<file path="src/rtl/toggle_counter.sv">
// Loadable, enable-gated N-bit counter built from a chain of toggle stages, with a cascadable terminal count.
// Build option: TOGGLE_CNT_UPDOWN_EN adds the dir_i port and down counting (default build is up-only).
module toggle_counter #(
   parameter int WIDTH = 4
) (
   input  logic             clk_i,
   input  logic             rst_n_i,
   input  logic             en_i,
   input  logic             load_i,
   input  logic [WIDTH-1:0] d_i,
`ifdef TOGGLE_CNT_UPDOWN_EN
   input  logic             dir_i,
`endif
   output logic [WIDTH-1:0] q_o,
   output logic             tc_o
);

   logic [WIDTH-1:0] q_q;
   logic [WIDTH-1:0] q_d;
   logic [WIDTH-1:0] chain_bits;
   logic [WIDTH:0]   tog;

`ifdef TOGGLE_CNT_UPDOWN_EN
   // Counting down propagates through stages that sit at zero instead of one.
   assign chain_bits = dir_i ? q_q : ~q_q;
`else
   assign chain_bits = q_q;
`endif

   assign tog[0] = en_i;

   for (genvar i = 0; i < WIDTH; i++) begin : g_stage
      assign tog[i+1] = tog[i] & chain_bits[i];
   end

   assign q_d = q_q ^ tog[WIDTH-1:0];

   always_ff @(posedge clk_i) begin
      if (!rst_n_i) begin
         q_q <= '0;
      end else if (load_i) begin
         q_q <= d_i;
      end else begin
         q_q <= q_d;
      end
   end

   // The carry out of the top stage is the terminal count; it is suppressed on
   // load and reset cycles so a cascaded block never steps on those edges.
   assign tc_o = tog[WIDTH] & ~load_i & rst_n_i;
   assign q_o  = q_q;

endmodule

</file>
<file path="config.mk">
export PLATFORM = sky130hd
export DESIGN_NAME = toggle_counter
export DESIGN_NICKNAME = d
export VERILOG_FILES = /design/src/rtl/toggle_counter.sv
export SDC_FILE = /design/constraint.sdc
export NUM_CORES = 1
export LEC_CHECK = 0
export BUFFER_PORTS_ARGS = -buffer_cell sky130_fd_sc_hd__buf_2
export CORE_AREA = 2 2 39 41
export DETAILED_ROUTE_END_ITERATION = 7
export DIE_AREA = 0 0 41 43
export SLEW_MARGIN = 20
export SYNTH_ARGS = -nofsm -noshare
export SYNTH_HDL_FRONTEND = slang
export SYNTH_SLANG_ARGS = --single-unit
</file>
<file path="constraint.sdc">
create_clock -name clk_i -period 3.5 [get_ports clk_i]
set_clock_uncertainty 0.1 [all_clocks]
set_input_delay 0.875 -clock clk_i [delete_from_list [all_inputs] [get_ports clk_i]]
set_output_delay 0.875 -clock clk_i [all_outputs]
set_load 0.05 [all_outputs]
</file>
# ---- Word level (Yosys, flattened, before mapping)
# Index checks and enable logic that the tools add are counted.
dict set report classes {
  bitwise 8
  n_mux 1
}
# operator n
set op_table {}
lappend op_table {{1-bit AND} 6}
lappend op_table {{4-bit 2-to-1 mux} 1}
lappend op_table {{4-bit XOR} 1}
lappend op_table {{1-bit NOT} 1}
dict set report totals {
  regBits 4
  inputBits 8
}

# ---- Depth between registers and ports, before layout
dict set report logic_depth {
  ltp_word 6
  mapped_depth 6
  ltp_nobuf 6
}

# ---- Least setup slack after synthesis
# OpenSTA, ideal clock, no wires.
dict set report synth_timing {
  kind {input to output}
  startpoint {input en_i}
  endpoint {output tc_o}
  path_stages 5
  required_ns 2.525
  arrival_time_ns 1.860
  path_buffers 0
  slack_ns 0.665
  cell_sequence {ha_1 ha_1 ha_1 ha_1 and3b_2}
}
dict set report synth_via {
  elab_chain_cells 6
}
# item line_no
set synth_rtl {}
lappend synth_rtl {{from (decl)} 8} ;# input logic en_i,
lappend synth_rtl {{1-bit AND (4 in series)} 33} ;# assign tog[i+1] = tog[i] & chain_bits[i];
lappend synth_rtl {{1-bit AND (2 in series)} 50} ;# assign tc_o = tog[WIDTH] & ~load_i & rst_n_i;
lappend synth_rtl {{to (decl)} 15} ;# output logic tc_o
# Every way passes these cells.

# ---- Worst setup path after layout
# Same ends and word-level chain as after synthesis.

==> flow_summary.toml <==
[floorplanning]
io_pins = 13
die-area_um2 = 1760
die_h_um = 43
die_w_um = 41
core_um2 = 1380
start_util = 0.156
num_rows = 14

[cts]
clk_pin_slew_ps = 40
clock_latency_ps = 230
root_buffer = "clkbuf_4"
numCtsBuffers = 3
cts_tree = "built"
post_cts_buffers = 0
cts.sinks = 4
cts_resized = 0
htreeDepth = 1
cts_buffer_depth = 2
ctsHoldBuffers = 0

[placement]
gp_congestion = 0.711
io_buffers = 12

[synthesis]
synth-seq-cells = 4
post_synth_num_cell_types = 6
synth.avg_cell_area_um2 = 12.0
yosys_warnings = 0
netlist_area_um2 = 216
netlist_top_cells_area = "dfxtp_1 37%, ha_1 23%, mux2i_1 18%"
yosys.area.top_type = "dfxtp_1"
synthCells = 18
ys_seq_area_frac = 0.370
synth_top_cell_area_share = 0.370
syn_nets = 30

[detailed_routing]
drc = 0
vias = 173
wl_um = 459
dr.pass1.iters = 1
ant_nets = 0
drtIter0Drc = 0
avgViaCountPerCell = 3.60
wire_per_inst_um = 9.56

[setup_path]
cp.required_ps = 2520
crit_chain = "buf_2 -> ha_1 -> ha_1 -> ha_1 -> ha_1 -> and3b_2 -> buf_2"
r2r_cells = 6
cp_num_buf_inv = 2
timing.rr.end = "q_o[3]"
cp-start-kind = "input pin"
cp_data_arrival_time_ps = 2090
cp_slowest_cell = "ha_1"
cp_max_fo = 1
cpMostUsedCell = "ha_1"
timing_worst_setup_path_type = "in -> out"
critical_path.max_stage_delay_ps = 200
reg2reg_slack_ps = 2000
critical-path-top-delay-family = "adder cells"
cp-end-kind = "output port"
rr_startpoint = "q_o[0]"

[grt]
grt_antenna_before_repair = 0
grt.overflow.total = 0
grt_pass1_wl_um = 759
grt_pass1_vias = 188
grt_max_degree = 6
grt_usage = 0.0693

[sta]
final_hold_viol_count = 0
clock.fmax_mhz = 326
finalSetupViolCount = 0
min_period_ps = 3070
drv_slew = 0
tns_ps = 0
rsz0062_at_grt = "no"
finalCritPeriodShare = 0.876
relSlewSlack = 0.834
worst_pin_slew_ps = 251

[flow_run]
cap_violations = 0

[finish]
area_growth_pct = 42.2
final_common_cell = "buf_2"
final_layout_size_suffix_gt1_frac = 0.500
largest_reg_flops = 4
nets = 46
final_cell_mix = "12 x buf_2, 4 x mux2i_1, 4 x nor2b_1, 4 x ha_1, 4 x dfxtp_1"
diodes = 0

[worst_hold_path]
hold_path.class = "reg -> reg"
whs_path_depth = 3
holdPathEnd = "q_o[0]"
hold_start = "q_o[0]"

[run_status]
status = "completed"

[pwr]
p_per_area_nw_per_um2 = 448
p_total_mw = 0.138
power_leakage_nw = 0.178
ir_worst_vdd_mv = 0.172
-- stage by stage --
step	std cells	worst slack, ps	utilization	cell area [um^2]	hold slack [ps]
4_1_cts	48	430	0.222	308	545
3_3_place_gp	45	428	0.206	285	522
3_5_place_dp	45	431	0.206	285	527
2_1_floorplan	18	665	-	216	874
5_1_grt	48	345	0.222	308	604
6_report	48	434	0.222	308	534
-- how the worst max path moves through the flow --
stage          endpoint  startpoint  depth (start not counted)  slack [ps]
5_1_grt            tc_o        en_i                          7         350
3_5_place_dp       tc_o        en_i                          7         430
6_report           tc_o        en_i                          7         430
4_1_cts            tc_o        en_i                          7         430
2_1_floorplan      tc_o        en_i                          5         660
3_3_place_gp       tc_o        en_i                          7         430
-- layer usage --
metal / track usage / wire length [um]
met5: 0 / 0
met1: 0.0871 / 225
met4: 0.0200 / 0
met3: 0.0785 / 102
met2: 0.0750 / 131
-- Yosys cell counts --
cell and count:
nor2b_1 4, ha_1 4, dfxtp_1 4, buf_6 1, and3b_2 1, mux2i_1 4
-- final cells by class --
class / count / area (um^2)
sequential: 4 / 80.1
multi-input combinational: 13 / 125
timing repair buffer: 12 / 60.1
fill: 151 / 1080
tap: 16 / 20.0
clock buffer: 3 / 22.5
-- cells by family after synthesis --
| kind of cell | count (synthesis) | synth area share |
|---|---|---|
| simple gates | 5 | 0.162 |
| flops | 4 | 0.370 |
| fa+ha+maj | 4 | 0.231 |
| mux | 4 | 0.185 |
| buf+inv | 1 | 0.0520 |
-- worst register-to-register path: stages, from the launching register on --
cell     delay [ps]
dfxtp_1         300
ha_1            190
ha_1            180
ha_1            170
ha_1            270
mux2i_1         130
nor2b_1          60
-- power by group --
| part | internal [mW] | total, mW | switching, mW |
|---|---|---|---|
| clock network | 0.0383 | 0.0562 | 0.0179 |
| logic | 0.0107 | 0.0303 | 0.0196 |
| registers | 0.0493 | 0.0513 | 0.00196 |
Power figures use the tool's default switching activity.
